### config.mk
export PLATFORM = sky130hd
export DESIGN_NAME = event_encoder_flat
export DESIGN_NICKNAME = d
export VERILOG_FILES = /design/src/rtl/event_encoder_pkg.sv /design/src/rtl/event_encoder_if.sv /design/src/rtl/event_encoder_prio_enc.sv /design/src/rtl/event_encoder.sv /design/src/flat_wrapper.sv
export SDC_FILE = /design/constraint.sdc
export NUM_CORES = 1
export LEC_CHECK = 0
export BUFFER_PORTS_ARGS = -buffer_cell sky130_fd_sc_hd__buf_2
export CORE_ASPECT_RATIO = 1.25
export CORE_MARGIN = 4
export CORE_UTILIZATION = 30
export CTS_CLUSTER_DIAMETER = 80
export DETAILED_ROUTE_END_ITERATION = 12
export PLACE_DENSITY_LB_ADDON = 0.25
export RECOVER_POWER = 100
export SETUP_SLACK_MARGIN = 0.5
export SLEW_MARGIN = 20
export SYNTH_ARGS = -nofsm -noshare
export SYNTH_HDL_FRONTEND = slang
export SYNTH_SLANG_ARGS = --single-unit
### constraint.sdc
create_clock -name iClk -period 6.65 [get_ports iClk]
set_input_delay 0.3325 -clock iClk [delete_from_list [all_inputs] [get_ports iClk]]
set_output_delay 0.3325 -clock iClk [all_outputs]
set_load 0.02 [all_outputs]
### src/rtl/event_encoder_pkg.sv
// Shared definitions for the event encoder family: sizing helpers,
// popcount and the presentation-state encoding.
package enc_pkg;

    localparam int ENC_DEFAULT_N  = 8;
    localparam int ENC_DEFAULT_CW = 8;

    // Output register state: IDLE means nothing is presented.
    typedef enum logic [0:0] {
        ST_IDLE    = 1'b0,
        ST_PRESENT = 1'b1
    } enc_state_e;

    // Ceiling log2; clog2(1) = 0.
    function automatic int clog2(input int v);
        int r;
        r = 0;
        for (int k = 0; k < 31; k++) begin
            if ((1 << r) < v) r = r + 1;
        end
        return r;
    endfunction

    // Index width for an N-input encoder; at least one bit.
    function automatic int enc_width(input int n);
        return (clog2(n) < 1) ? 1 : clog2(n);
    endfunction

    // Number of set bits; callers zero-extend narrower vectors.
    function automatic int unsigned popcount(input logic [63:0] v);
        int unsigned c;
        c = 0;
        for (int i = 0; i < 64; i++) begin
            c = c + 32'(v[i]);
        end
        return c;
    endfunction

endpackage

### src/rtl/event_encoder_if.sv
// Bundle of event inputs, handshake and status signals of event_encoder.
// Handshake: oValid/oData are driven from registers; a transfer happens on
// a rising edge where oValid and iReady are both 1. While oValid is 1 and
// iReady is 0, oData and oValid are held stable (no retraction).
interface event_encoder_if
    import enc_pkg::*;
#(
    parameter int N  = ENC_DEFAULT_N,
    parameter int CW = ENC_DEFAULT_CW
) ();

    localparam int W = enc_width(N);

    logic [N-1:0]  iData;
    logic [N-1:0]  iMask;
    logic          iReady;
    logic [W-1:0]  oData;
    logic          oValid;
    logic [N-1:0]  oPending;
    logic          oOverflow;
    logic [CW-1:0] oDropCnt;
    enc_state_e    state;

    // Event source / consumer side.
    modport master (
        output iData, iMask, iReady,
        input  oData, oValid, oPending, oOverflow, oDropCnt, state
    );

    // Encoder side.
    modport slave (
        input  iData, iMask, iReady,
        output oData, oValid, oPending, oOverflow, oDropCnt, state
    );

endinterface

### src/rtl/event_encoder_prio_enc.sv
// Combinational N->W priority encoder. MSB_FIRST=1 picks the highest set
// bit, MSB_FIRST=0 the lowest. idx is 0 when no request is set.
module prio_enc
    import enc_pkg::*;
#(
    parameter int N         = ENC_DEFAULT_N,
    parameter int MSB_FIRST = 1,
    localparam int W        = enc_width(N)
) (
    input  logic [N-1:0] req,
    output logic [W-1:0] idx,
    output logic         any
);

    // Scan so that the winning bit is the last one written.
    always_comb begin
        idx = '0;
        any = |req;
        if (MSB_FIRST != 0) begin
            for (int i = 0; i < N; i++) begin
                if (req[i]) idx = W'(i);
            end
        end else begin
            for (int i = N - 1; i >= 0; i--) begin
                if (req[i]) idx = W'(i);
            end
        end
    end

endmodule

### src/rtl/event_encoder.sv
// Registered priority encoder with sticky event capture. Events set bits
// in a pending register; the highest-priority unmasked pending bit is
// presented as an index and cleared when the consumer accepts it. Events
// that hit an already-pending bit are counted as lost.
module event_encoder
    import enc_pkg::*;
#(
    parameter int N         = ENC_DEFAULT_N,
    parameter int MSB_FIRST = 1,
    parameter int CW        = ENC_DEFAULT_CW
) (
    input  logic           iClk,
    input  logic           iRst,
    event_encoder_if.slave bus
);

    localparam int W  = enc_width(N);
    // Sum width wide enough that counter + popcount never wraps.
    localparam int SW = CW + clog2(N) + 1;
    localparam logic [CW-1:0] CNT_MAX = '1;

    enc_state_e    state_q, state_d;
    logic [W-1:0]  data_q, data_d;
    logic [N-1:0]  pend_q;
    logic          ovf_q;
    logic [CW-1:0] cnt_q;

    logic          accept;
    logic [N-1:0]  clr;
    logic [N-1:0]  p_next;
    logic [N-1:0]  loss;
    logic [N-1:0]  elig;
    logic [W-1:0]  enc_idx;
    logic          enc_any;
    logic [SW-1:0] cnt_sum;
    logic [CW-1:0] cnt_next;

    // Pending-register next value, loss vector and saturating count.
    // A new event on the bit being cleared keeps it set and is not a loss.
    always_comb begin
        accept = (state_q == ST_PRESENT) && bus.iReady;
        for (int i = 0; i < N; i++) begin
            clr[i] = accept && (data_q == W'(i));
        end
        p_next   = (pend_q & ~clr) | bus.iData;
        loss     = bus.iData & pend_q & ~clr;
        elig     = p_next & ~bus.iMask;
        cnt_sum  = SW'(cnt_q) + SW'(popcount(64'(loss)));
        cnt_next = (cnt_sum > SW'(CNT_MAX)) ? CNT_MAX : cnt_sum[CW-1:0];
    end

    prio_enc #(
        .N         (N),
        .MSB_FIRST (MSB_FIRST)
    ) u_prio (
        .req (elig),
        .idx (enc_idx),
        .any (enc_any)
    );

    // Presentation FSM: reload the output register whenever it is free
    // (idle) or being accepted; otherwise hold regardless of inputs.
    always_comb begin
        state_d = state_q;
        data_d  = data_q;
        case (state_q)
            ST_IDLE: begin
                state_d = enc_any ? ST_PRESENT : ST_IDLE;
                data_d  = enc_any ? enc_idx : '0;
            end
            ST_PRESENT: begin
                if (bus.iReady) begin
                    state_d = enc_any ? ST_PRESENT : ST_IDLE;
                    data_d  = enc_any ? enc_idx : '0;
                end
            end
            default: begin
                state_d = ST_IDLE;
                data_d  = '0;
            end
        endcase
    end

    // All state registers; reset discards pending and presented events.
    always_ff @(posedge iClk) begin
        if (iRst) begin
            state_q <= ST_IDLE;
            data_q  <= '0;
            pend_q  <= '0;
            ovf_q   <= 1'b0;
            cnt_q   <= '0;
        end else begin
            state_q <= state_d;
            data_q  <= data_d;
            pend_q  <= p_next;
            ovf_q   <= |loss;
            cnt_q   <= cnt_next;
        end
    end

    assign bus.oValid    = (state_q == ST_PRESENT);
    assign bus.oData     = data_q;
    assign bus.oPending  = pend_q;
    assign bus.oOverflow = ovf_q;
    assign bus.oDropCnt  = cnt_q;
    assign bus.state     = state_q;

endmodule

### src/flat_wrapper.sv
// flat-port wrapper written by rule: the top's interface ports become plain ports
module event_encoder_flat import enc_pkg::*;
#(
    parameter int N         = ENC_DEFAULT_N,
    parameter int MSB_FIRST = 1,
    parameter int CW        = ENC_DEFAULT_CW
)
  (iClk, iRst, bus_iData, bus_iMask, bus_iReady, bus_oData, bus_oValid, bus_oPending, bus_oOverflow, bus_oDropCnt, bus_state);
  event_encoder_if #(.N(N), .CW(CW)) bus_i ();
  input  logic iClk;
  input  logic iRst;
  input wire logic [$bits(bus_i.iData)-1:0] bus_iData;
  input wire logic [$bits(bus_i.iMask)-1:0] bus_iMask;
  input wire logic [$bits(bus_i.iReady)-1:0] bus_iReady;
  output wire logic [$bits(bus_i.oData)-1:0] bus_oData;
  output wire logic [$bits(bus_i.oValid)-1:0] bus_oValid;
  output wire logic [$bits(bus_i.oPending)-1:0] bus_oPending;
  output wire logic [$bits(bus_i.oOverflow)-1:0] bus_oOverflow;
  output wire logic [$bits(bus_i.oDropCnt)-1:0] bus_oDropCnt;
  output wire logic [$bits(bus_i.state)-1:0] bus_state;
  assign bus_i.iData = bus_iData;
  assign bus_i.iMask = bus_iMask;
  assign bus_i.iReady = bus_iReady;
  assign bus_oData = bus_i.oData;
  assign bus_oValid = bus_i.oValid;
  assign bus_oPending = bus_i.oPending;
  assign bus_oOverflow = bus_i.oOverflow;
  assign bus_oDropCnt = bus_i.oDropCnt;
  assign bus_state = bus_i.state;
  event_encoder #(.N(N), .MSB_FIRST(MSB_FIRST), .CW(CW)) u_core (.iClk(iClk), .iRst(iRst), .bus(bus_i));
endmodule
==> impl_metrics.csv <==
group,metric,value,unit
run_status,status,"completed",
synthesis,ys_seq_elements,21,
synthesis,synth_fp_nets,194,
critical_path,crit_required,6.80,ns
sta,rsz0062_at_grt,"no",
grt,globalRouteOverflowTotal,0,
floorplan,fp.dieH,85.3,µm
grt,grt_pass1_vias,1263,
critical_path,worstPathMaxFanout,7,
critical_path,crit_type,"flop to flop",
cts,holdBufCountCts,0,
sta,drv_slew,0,
detailed_routing,firstDrtPassIters,4,
detailed_routing,ant_nets,0,
cts,post_cts_buffers,0,
place,gp_congestion,0.749,
final_layout,antenna_cells,0,
cts,clock-sinks,21,
pwr,totalPowerFinal,382,µW
cts,cts_tree,"built",
final_layout,area_growth,17.7,%
pwr,ir_drop,146,µV
synthesis,ys_types,44,
pwr,pwr-share-comb,0.371,
grt,grt_pass1_wl,5.79,mm
detailed_routing,drt-total-wl,3.43,mm
cts,cts_buffer_depth,2,
floorplan,initial_core_util,0.316,
grt,use_met2,0.201,
grt,top_usage_layer,"met2",
detailed_routing,routed_via_density,4.88,
detailed_routing,post_drt_wl_per_cell,13.3,µm
sta,clock_skew,0.00600,ns
synthesis,yosysWarnings,0,
cts,post_cts_resized,0,
grt,antenna_found_initial,0,
synthesis,synthArstFlopShare,0,
grt,grtUsageMet1,0.148,
cts,cts_buffers,3,
cts,htreeDepth,1,
grt,grt_max_degree,24,
sta,hold_viol,0,
floorplan,coreArea,0.00453,mm²
pwr,leakagePower,0.000752,µW
pwr,pwr_density_cell,226,mW/mm²
critical_path,timing.critical_path.to_type,"flop",
pwr,power_frac_clock,0.226,
grt,track_usage,0.120,
cts,cts_root_buf,"clkbuf_8",
final_layout,fin_nets,236,
synthesis,synth_area_leaders,"dfxtp_1, ha_1, a21oi_1",
pwr,p_switching,140,µW
cts,clkTransAtPathRegs,0.08,ns
synthesis,ys_seq_area_frac,0.293,
run,cap_violations,0,
floorplan,ios,41,
sta,worst_pin_slew,0.433,ns
synthesis,syn_area_per_cell,9.07,µm²
cts,clk_latency,0.26,ns
sta,setup_viol,0,
final_layout,drive_above_1_share,0.191,
sta,fmax,210,MHz
critical_path,cp-start-kind,"flop",
pwr,swShare,0.367,
final_layout,nFillCells,512,
place,portBuffers,40,
critical_path,worst_ep_arrival_time,4.92,ns
pwr,internal_power,242,µW
floorplan,fp-row-count,27,
place,dp_hpwl,2.76,mm
synthesis,synth_edf_count,0,
sta,timing.final.crit_period,4.76,ns
synthesis,synth_top_area_frac,0.293,
synthesis,syn_inst,158,
floorplan,die_x,69.8,µm
sta,setup_tns,0,ns
synthesis,synthFlopType,"dfxtp_1",
synthesis,synth_area,0.00143,mm²
sta,max-slew-margin-rel,0.712,
detailed_routing,routed-via-count,1254,
detailed_routing,drt-initial-drc-count,55,
pwr,seqPwrFrac,0.404,
grt,grtUsageMet3,0.0296,
detailed_routing,drcViolationCount,0,
hold_path,holdCritPathClass,"input pin to flop",
sta,period_share,0.717,
synthesis,yosysTopAreaCell,"dfxtp_1",
floorplan,fp.dieArea,0.00595,mm²
==> worst max-delay path, cell delays in order (launching register included) <==
cell	delay [ns]
dfxtp_1	0.41
nand3b_1	0.26
o31a_1	0.34
and2_0	0.19
ha_1	0.28
inv_1	0.05
fa_1	0.50
fa_1	0.54
inv_1	0.05
fa_1	0.45
ha_1	0.24
fa_1	0.40
a21o_1	0.19
a21oi_1	0.21
o21bai_1	0.16
o311a_1	0.37
==> final timing paths <==
check	start	end	slack, ns	depth (start not counted)
worst max-delay path	u_core.bus.oValid$_SDFF_PP0_	u_core.bus.oDropCnt[7]$_SDFF_PP0_	1.89	15
worst min-delay path	bus_iData[0]	u_core.bus.oPending[0]$_SDFF_PP0_	0.31	3
worst max register to register	u_core.bus.oValid$_SDFF_PP0_	u_core.bus.oDropCnt[7]$_SDFF_PP0_	1.89	15
worst min register to register	u_core.bus.oPending[6]$_SDFF_PP0_	u_core.bus.oPending[6]$_SDFF_PP0_	0.53	2
==> cell usage in the layout (no fill, tap or decap), drive strengths merged, types with 4 or more instances in the layout <==
cell / instances
a21oi: 17
buf: 18
clkbuf: 25
dfxtp: 21
fa: 4
ha: 13
inv: 18
nand3: 5
nor2: 8
o21ai: 11
o21ba: 7
o31a: 4
o31ai: 4
or2: 4
==> sequential cells by signal (all words and copies together) (netlist names) <==
register / count
u_core.bus.oData: 3
u_core.bus.oDropCnt: 8
u_core.bus.oOverflow: 1
u_core.bus.oPending: 8
u_core.bus.oValid: 1
==> power by group through the flow <==
stage / sequential, µW / clock (µW) / combinational [µW]
2_1_floorplan: 175 / 0 / 87.1
3_3_place_gp: 157 / 0 / 151
3_5_place_dp: 157 / 0 / 145
4_1_cts: 154 / 89.9 / 150
5_1_grt: 157 / 95.8 / 164
6_report: 154 / 86.2 / 141
==> kinds of logic (layout without fill, tap and decap cells) <==
kind of cell | Yosys count | count (layout) | synth area share
and+or+nand+nor | 37 | 37 | 0.169
buffers and inverters | 21 | 62 | 0.0576
xor gates and xnor gates | 3 | 3 | 0.0183
DFF | 21 | 21 | 0.293
AOI/OAI and AO/OA | 59 | 59 | 0.292
adders and majority gates | 17 | 17 | 0.169
==> area by class of cell <==
type | count | area, µm² | area share
inverters | 18 | 67.6 | 0.0401
multi-input cells | 116 | 907 | 0.538
well taps | 58 | 72.6 | 0.0430
repair buffers | 40 | 173 | 0.102
clock inverters | 1 | 5.00 | 0.00297
clock buffers | 3 | 41.3 | 0.0245
flip-flops and latches | 21 | 420 | 0.249
==> through the flow <==
| stage | utilization | instance area, µm² | hold slack (ns) | std cells | setup slack, ns |
|---|---|---|---|---|---|
| 2_1_floorplan | - | 1430 | 0.450 | 158 | 2.12 |
| 5_1_grt | 0.373 | 1690 | 0.322 | 257 | 1.56 |
| 6_report | 0.373 | 1690 | 0.315 | 257 | 1.89 |
| 4_1_cts | 0.384 | 1740 | 0.309 | 257 | 1.97 |
| 3_5_place_dp | 0.373 | 1690 | 0.515 | 253 | 1.98 |
| 3_3_place_gp | 0.373 | 1690 | 0.512 | 253 | 2.03 |
==> synth_stat cells (all sizes together), types with 4 or more instances <==
library cell and count:
a21oi 17, o21ba 7, fa 4, o31ai 4, o21ai 11, or2 4, inv 18, nor2 8
ha 13, dfxtp 21, nand3 5, o31a 4
==> routing by layer <==
layer | vias to the layer above | wire length, µm
li1 | 649 | -
met1 | 564 | 1480
met2 | 37 | 1670
met3 | 4 | 229
met4 | 0 | 48
met5 | - | 0
Note: power is estimated with default switching activity, not from simulation.
